$ cat src/rtl/mc_ctrl_pkg.sv
// Shared types and encodings for the multi-cycle MIPS main controller.
// The TRAP state exists only when MC_CTRL_TRAP_EN is defined.
package mc_ctrl_pkg;

  typedef enum logic [3:0] {
    S_FETCH    = 4'd0,
    S_DECODE   = 4'd1,
    S_MEM_ADDR = 4'd2,
    S_MEM_RD   = 4'd3,
    S_MEM_WB   = 4'd4,
    S_MEM_WR   = 4'd5,
    S_R_EXEC   = 4'd6,
    S_R_WB     = 4'd7,
    S_I_EXEC   = 4'd8,
    S_I_WB     = 4'd9,
    S_BRANCH   = 4'd10,
    S_JUMP     = 4'd11,
    S_JAL      = 4'd12,
`ifdef MC_CTRL_TRAP_EN
    S_JR       = 4'd13,
    S_TRAP     = 4'd14
`else
    S_JR       = 4'd13
`endif
  } state_t;

  localparam logic [5:0] OP_RTYPE = 6'h00;
  localparam logic [5:0] OP_LW    = 6'h23;
  localparam logic [5:0] OP_SW    = 6'h2B;
  localparam logic [5:0] OP_BEQ   = 6'h04;
  localparam logic [5:0] OP_BNE   = 6'h05;
  localparam logic [5:0] OP_ADDI  = 6'h08;
  localparam logic [5:0] OP_ORI   = 6'h0D;
  localparam logic [5:0] OP_J     = 6'h02;
  localparam logic [5:0] OP_JAL   = 6'h03;
  localparam logic [5:0] FN_JR    = 6'h08;

  localparam logic [1:0] ALUOP_ADD   = 2'b00;
  localparam logic [1:0] ALUOP_SUB   = 2'b01;
  localparam logic [1:0] ALUOP_FUNCT = 2'b10;
  localparam logic [1:0] ALUOP_OR    = 2'b11;

  localparam logic [1:0] SRCB_B    = 2'b00;
  localparam logic [1:0] SRCB_4    = 2'b01;
  localparam logic [1:0] SRCB_IMM  = 2'b10;
  localparam logic [1:0] SRCB_IMM2 = 2'b11;

  localparam logic [1:0] PCSRC_ALU    = 2'b00;
  localparam logic [1:0] PCSRC_ALUOUT = 2'b01;
  localparam logic [1:0] PCSRC_JUMP   = 2'b10;
  localparam logic [1:0] PCSRC_A      = 2'b11;

  localparam logic [1:0] M2R_ALUOUT = 2'b00;
  localparam logic [1:0] M2R_MDR    = 2'b01;
  localparam logic [1:0] M2R_PC     = 2'b10;

  localparam logic [1:0] RDST_RT = 2'b00;
  localparam logic [1:0] RDST_RD = 2'b01;
  localparam logic [1:0] RDST_RA = 2'b10;

endpackage

$ cat src/rtl/mc_ctrl_outdec.sv
// Pure state -> datapath control decoder. opcode only refines I_EXEC and
// BRANCH; mem_ready only gates the FETCH register writes.
module mc_ctrl_outdec
  import mc_ctrl_pkg::*;
(
  input  logic [3:0] state,
  input  logic [5:0] opcode,
  input  logic       mem_ready,
  output logic       pc_write,
  output logic       pc_write_cond,
  output logic       branch_ne,
  output logic       iord,
  output logic       mem_read,
  output logic       mem_write,
  output logic       ir_write,
  output logic       reg_write,
  output logic       alu_src_a,
  output logic       imm_zero_ext,
  output logic [1:0] mem_to_reg,
  output logic [1:0] reg_dst,
  output logic [1:0] alu_src_b,
  output logic [1:0] alu_op,
  output logic [1:0] pc_source
);

  always_comb begin
    pc_write      = 1'b0;
    pc_write_cond = 1'b0;
    branch_ne     = 1'b0;
    iord          = 1'b0;
    mem_read      = 1'b0;
    mem_write     = 1'b0;
    ir_write      = 1'b0;
    reg_write     = 1'b0;
    alu_src_a     = 1'b0;
    imm_zero_ext  = 1'b0;
    mem_to_reg    = M2R_ALUOUT;
    reg_dst       = RDST_RT;
    alu_src_b     = SRCB_B;
    alu_op        = ALUOP_ADD;
    pc_source     = PCSRC_ALU;
    case (state_t'(state))
      S_FETCH: begin
        mem_read  = 1'b1;
        alu_src_b = SRCB_4;
        ir_write  = mem_ready;
        pc_write  = mem_ready;
      end
      S_DECODE:   alu_src_b = SRCB_IMM2;
      S_MEM_ADDR: begin
        alu_src_a = 1'b1;
        alu_src_b = SRCB_IMM;
      end
      S_MEM_RD: begin
        iord     = 1'b1;
        mem_read = 1'b1;
      end
      S_MEM_WB: begin
        reg_write  = 1'b1;
        mem_to_reg = M2R_MDR;
      end
      S_MEM_WR: begin
        iord      = 1'b1;
        mem_write = 1'b1;
      end
      S_R_EXEC: begin
        alu_src_a = 1'b1;
        alu_op    = ALUOP_FUNCT;
      end
      S_R_WB: begin
        reg_write = 1'b1;
        reg_dst   = RDST_RD;
      end
      S_I_EXEC: begin
        alu_src_a = 1'b1;
        alu_src_b = SRCB_IMM;
        // ori zero-extends its immediate and uses the OR ALU mode
        if (opcode == OP_ORI) begin
          alu_op       = ALUOP_OR;
          imm_zero_ext = 1'b1;
        end
      end
      S_I_WB:     reg_write = 1'b1;
      S_BRANCH: begin
        alu_src_a     = 1'b1;
        alu_op        = ALUOP_SUB;
        pc_write_cond = 1'b1;
        pc_source     = PCSRC_ALUOUT;
        branch_ne     = (opcode == OP_BNE);
      end
      S_JUMP: begin
        pc_write  = 1'b1;
        pc_source = PCSRC_JUMP;
      end
      S_JAL: begin
        pc_write   = 1'b1;
        pc_source  = PCSRC_JUMP;
        reg_write  = 1'b1;
        reg_dst    = RDST_RA;
        mem_to_reg = M2R_PC;
      end
      S_JR: begin
        alu_src_a = 1'b1;
        pc_write  = 1'b1;
        pc_source = PCSRC_A;
      end
      default: ;
    endcase
  end

endmodule

$ cat src/rtl/mc_control_unit.sv
// Multi-cycle MIPS main controller: state register, dispatch and retire counter.
// Define MC_CTRL_TRAP_EN to trap unknown opcodes instead of treating them as NOPs.
module mc_control_unit
  import mc_ctrl_pkg::*;
#(
  parameter int OP_W  = 6,
  parameter int CNT_W = 32
) (
  input  logic             clk,
  input  logic             rst_n,
  input  logic [OP_W-1:0]  opcode,
  input  logic [OP_W-1:0]  funct,
  input  logic             mem_ready,
  output logic             PCWrite,
  output logic             PCWriteCond,
  output logic             BranchNe,
  output logic             IorD,
  output logic             MemRead,
  output logic             MemWrite,
  output logic             IRWrite,
  output logic             RegWrite,
  output logic             ALUSrcA,
  output logic             ImmZeroExt,
  output logic [1:0]       MemtoReg,
  output logic [1:0]       RegDst,
  output logic [1:0]       ALUSrcB,
  output logic [1:0]       ALUOp,
  output logic [1:0]       PCSource,
  output logic             instr_done,
  output logic [CNT_W-1:0] retired,
  output logic             illegal_op,
  output logic [3:0]       dbg_state
);

  state_t state, next_state;
  logic   pc_write, pc_write_cond, mem_read, mem_write, ir_write, reg_write;

  always_ff @(posedge clk) begin
    if (!rst_n) state <= S_FETCH;
    else        state <= next_state;
  end

  always_comb begin
    next_state = state;
    case (state)
      S_FETCH:    if (mem_ready) next_state = S_DECODE;
      S_DECODE: begin
        case (opcode)
          OP_RTYPE:       next_state = (funct == FN_JR) ? S_JR : S_R_EXEC;
          OP_LW, OP_SW:   next_state = S_MEM_ADDR;
          OP_BEQ, OP_BNE: next_state = S_BRANCH;
          OP_ADDI, OP_ORI: next_state = S_I_EXEC;
          OP_J:           next_state = S_JUMP;
          OP_JAL:         next_state = S_JAL;
`ifdef MC_CTRL_TRAP_EN
          default:        next_state = S_TRAP;
`else
          default:        next_state = S_FETCH;
`endif
        endcase
      end
      S_MEM_ADDR: next_state = (opcode == OP_LW) ? S_MEM_RD : S_MEM_WR;
      S_MEM_RD:   if (mem_ready) next_state = S_MEM_WB;
      S_MEM_WR:   if (mem_ready) next_state = S_FETCH;
      S_R_EXEC:   next_state = S_R_WB;
      S_I_EXEC:   next_state = S_I_WB;
`ifdef MC_CTRL_TRAP_EN
      S_TRAP:     next_state = S_TRAP;
`endif
      default:    next_state = S_FETCH;
    endcase
  end

  // Every path back to FETCH from elsewhere is the last cycle of an instruction
  assign instr_done = rst_n && (state != S_FETCH) && (next_state == S_FETCH);

  always_ff @(posedge clk) begin
    if (!rst_n)          retired <= '0;
    else if (instr_done) retired <= retired + CNT_W'(1);
  end

`ifdef MC_CTRL_TRAP_EN
  always_ff @(posedge clk) begin
    if (!rst_n)                    illegal_op <= 1'b0;
    else if (next_state == S_TRAP) illegal_op <= 1'b1;
  end
`else
  assign illegal_op = 1'b0;
`endif

  mc_ctrl_outdec u_outdec (
    .state         (state),
    .opcode        (opcode[5:0]),
    .mem_ready     (mem_ready),
    .pc_write      (pc_write),
    .pc_write_cond (pc_write_cond),
    .branch_ne     (BranchNe),
    .iord          (IorD),
    .mem_read      (mem_read),
    .mem_write     (mem_write),
    .ir_write      (ir_write),
    .reg_write     (reg_write),
    .alu_src_a     (ALUSrcA),
    .imm_zero_ext  (ImmZeroExt),
    .mem_to_reg    (MemtoReg),
    .reg_dst       (RegDst),
    .alu_src_b     (ALUSrcB),
    .alu_op        (ALUOp),
    .pc_source     (PCSource)
  );

  // Architectural strobes are held off combinationally while reset is asserted
  assign PCWrite     = pc_write      & rst_n;
  assign PCWriteCond = pc_write_cond & rst_n;
  assign MemRead     = mem_read      & rst_n;
  assign MemWrite    = mem_write     & rst_n;
  assign IRWrite     = ir_write      & rst_n;
  assign RegWrite    = reg_write     & rst_n;
  assign dbg_state   = state;

endmodule

$ cat config.mk
export PLATFORM = sky130hd
export DESIGN_NAME = mc_control_unit
export DESIGN_NICKNAME = d
export VERILOG_FILES = /design/src/rtl/mc_ctrl_pkg.sv /design/src/rtl/mc_ctrl_outdec.sv /design/src/rtl/mc_control_unit.sv
export SDC_FILE = /design/constraint.sdc
export NUM_CORES = 1
export LEC_CHECK = 0
export ABC_AREA = 0
export CAP_MARGIN = 25
export CORE_UTILIZATION = 44
export CTS_BUF_LIST = sky130_fd_sc_hd__clkbuf_16
export CTS_CLUSTER_SIZE = 16
export DETAILED_ROUTE_END_ITERATION = 16
export GPL_TIMING_DRIVEN = 0
export PLACE_DENSITY = 0.88
export SYNTH_ARGS = -nofsm -noshare
export SYNTH_HDL_FRONTEND = slang
export SYNTH_SLANG_ARGS = --single-unit
$ cat constraint.sdc
create_clock -name clk -period 2.6 [get_ports clk]
set_clock_uncertainty 0.15 [all_clocks]
set_input_delay 0.52 -clock clk [delete_from_list [all_inputs] [get_ports clk]]
set_output_delay 0.52 -clock clk [all_outputs]
set_load 0.05 [all_outputs]
==> run summary <==
outcome -> complete, but fails checks
failing checks -> setup timing
RR Endpoint -> retired[31]$_SDFFE_PN0P_
vias in the first global route -> 2,815
synth warn -> 0
count of input and output buffers -> 70
initial antenna violation count -> 0
Boundary Pins -> 73
proportion of layout cells with a drive suffix above 1 -> 36.00%
Tot GR Track Use -> 27.23%
total power draw -> 1.511 mW
DRT Pass-1 Iters -> 5
Yosys reg bits -> 36
CTS tree -> yes
Die Wd -> 78.32 um
DP HPWL -> 5423 um
grt total ovfl -> 0
asr flop ratio synth -> 0%
relative slew slack -> 53.02%
Fmax -> 0.3384 GHz
Leak -> 1.495 nW
Gate Count Post-Synth -> 325
vias per cell -> 6.646
flop2flop setup slack -> -0.16 ns
cell breakdown of the critical path -> buf_4, buf_6, nor4bb_1, a221o_1, o21ai_2, a21o_1, buf_4, buf_6, nor3_4, buf_6
Rows -> 27
DRC -> 0
most used cell along the critical path -> buf_6
drt initial violations -> 530
critical path fanouts, max -> 10
Clock Path Buffers -> 2
Worst Path Required -> 1.93 ns
DP Cell Count -> 467
post-synth top area cell -> dfxtp_1
Slew Limit Fails -> 0
CP max stage delay -> 0.34 ns
worst reg2reg path depth -> 12
Final Non-Filler Cells -> 497
library cells used by synthesis -> 58
Core Region -> 0.005574 mm2
Worst-Margin Slew -> 0.7047 ns
CTS sink count -> 36
Power Density -> 373.8 mW/mm2
CP startpoint kind -> input port
max_cap viols -> 0
Place WS -> -1.691 ns
Hold Path Sink -> retired[6]$_SDFFE_PN0P_
top cells by area, synth -> dfxtp_1 28%, o31ai_1 5.6%, or4_1 5.6%
initial core utilization -> 45.97%
clk root buf -> clkbuf_16
Final Hold Vio Count -> 0
minimum clock period -> 2.955 ns
Post-Syn Nets -> 341
most common cell after layout, fill and taps aside -> nand2_1
EDFF count, synth -> 0
WHS -> 0.3429 ns
Reg clk slew, reported paths -> 0.06 ns
die area -> 0.006133 mm2
Avg Cell Area, Syn -> 7.884 um2
Hold Path Origin -> retired[6]$_SDFFE_PN0P_
# diodes -> 0
Worst VDD drop -> 459.6 uV
Cell Area, Synth -> 0.002562 mm2
crit path DAT -> 2.28 ns
Placer Congestion -> 0.9498
DIE HEIGHT -> 78.32 um
final core utilization -> 72.53%
Wirelength per Cell -> 20.17 um
largest net degree at the start of global routing -> 13
Setup CP Type -> input port to output port
H-tree depth -> 2
Main synth FF type -> dfxtp_1
fraction of the cycle the final worst path needs -> 113.7%
Critical R2R Launch -> dbg_state[3]$_SDFF_PN0_
final setup violation count -> 17
setup ws final -> -0.3549 ns
WL final -> 10,020 um
register area share after synthesis -> 28.13%
global-route wire length before repair -> 13,460 um
Num CTS Buffers -> 5
RSZ-0062 raised after global routing -> true
hold path cells -> 2
crit end category -> output port
Final Net Count -> 440
Synth-to-Final Area Change -> 57.76%
clk_lat worst skew -> 0.28 ns
Crit-path slowest cell -> nor4bb_1
Vias -> 3,303
commonest cells after routing, fill and taps aside -> 37 x nand2_1, 36 x clkdlybuf4s50_1, 32 x dfxtp_1, 26 x buf_4
antenna-violating nets left -> 0
post-synth top area share -> 28.13%
HP Class -> flip-flop to flip-flop
-- per-stage QoR --
stage | setup TNS (ns) | area, um2
CTS | -0.2995 | 3690
floorplan | -0.2183 | 2633
global placement | -27.61 | 3423
detailed placement | -28.97 | 3423
global route | -4.029 | 4043
finish | -1.823 | 4043
-- worst max-delay path by stage --
| stage | from | to | slack, ns | cells past startpoint |
|---|---|---|---|---|
| 2_1_floorplan | opcode[2] | instr_done | -0.22 | 7 |
| 6_report | opcode[1] | instr_done | -0.35 | 10 |
| 3_5_place_dp | opcode[2] | instr_done | -1.69 | 9 |
| 5_1_grt | opcode[1] | instr_done | -0.43 | 10 |
| 3_3_place_gp | opcode[3] | instr_done | -1.65 | 9 |
| 4_1_cts | opcode[4] | instr_done | -0.30 | 9 |
-- synth_stat cells, types with 3 or more instances --
library cell,count
nand4_1,7
nor2b_1,6
buf_2,8
buf_8,3
clkbuf_1,10
inv_1,5
buf_4,3
o31ai_1,19
nand2_1,37
nor4_1,5
nand2b_1,12
nand4b_1,3
a21oi_1,26
a21o_1,3
a211oi_1,3
mux2i_1,10
and4_1,3
and3_1,7
or4_1,19
dfxtp_1,36
or2_2,3
and2_1,4
nor3_1,9
nor3b_1,4
nor2_1,21
o21a_1,3
o41ai_1,3
buf_1,3
nand3_1,13
-- what timing repair did --
action,CTS,global route
pin swaps,12,36
endpoints found under the setup margin,54,40
hold buffers,0,0
buffers inserted,12,13
resized for setup,128,86
gates cloned,1,1
-- routing by layer --
layer	routed length, um	part of all wire, %	GRT usage (%)
met1	3991	40	36.86
met2	4578	46	42.72
met3	1052	10	5.233
met4	403	4.0	10.19
met5	0	0	0
-- registers in the layout (all words and copies together), names as in the netlist --
| signal | count |
|---|---|
| dbg_state | 4 |
| retired | 32 |
-- cell families after synthesis --
kind of cell	synth area share (%)
simple gates	39.79
other cells	0.1463
buf+inv	7.715
xor+xnor	0.3419
fa+ha+maj	0.4882
flops	28.12
compound gates	19.48
mux	3.906
-- power breakdown --
part	switching, mW	internal [mW]
Clock	0.244	0.353
Sequential	0.00535	0.554
Combinational	0.206	0.149
-- worst max-delay path: cells and delay by family --
| family | cells | cell delay (ns) |
|---|---|---|
| AND/OR/NAND/NOR | 2 | 0.53 |
| AO/OA/AOI/OAI | 3 | 0.46 |
| buffers and inverters | 5 | 0.76 |
-- cell type report --
| class | count | area, um2 |
|---|---|---|
| clock inverters | 3 | 17.52 |
| clock buffers | 5 | 125.1 |
| repair buffers | 97 | 902.1 |
| fillers | 387 | 1531 |
| inverters | 5 | 18.77 |
| multi-input cells | 255 | 1946 |
| plain buffers | 24 | 210.2 |
| flip-flops and latches | 36 | 733.2 |
| well taps | 72 | 90.09 |
(Power assumes the default switching activity.)
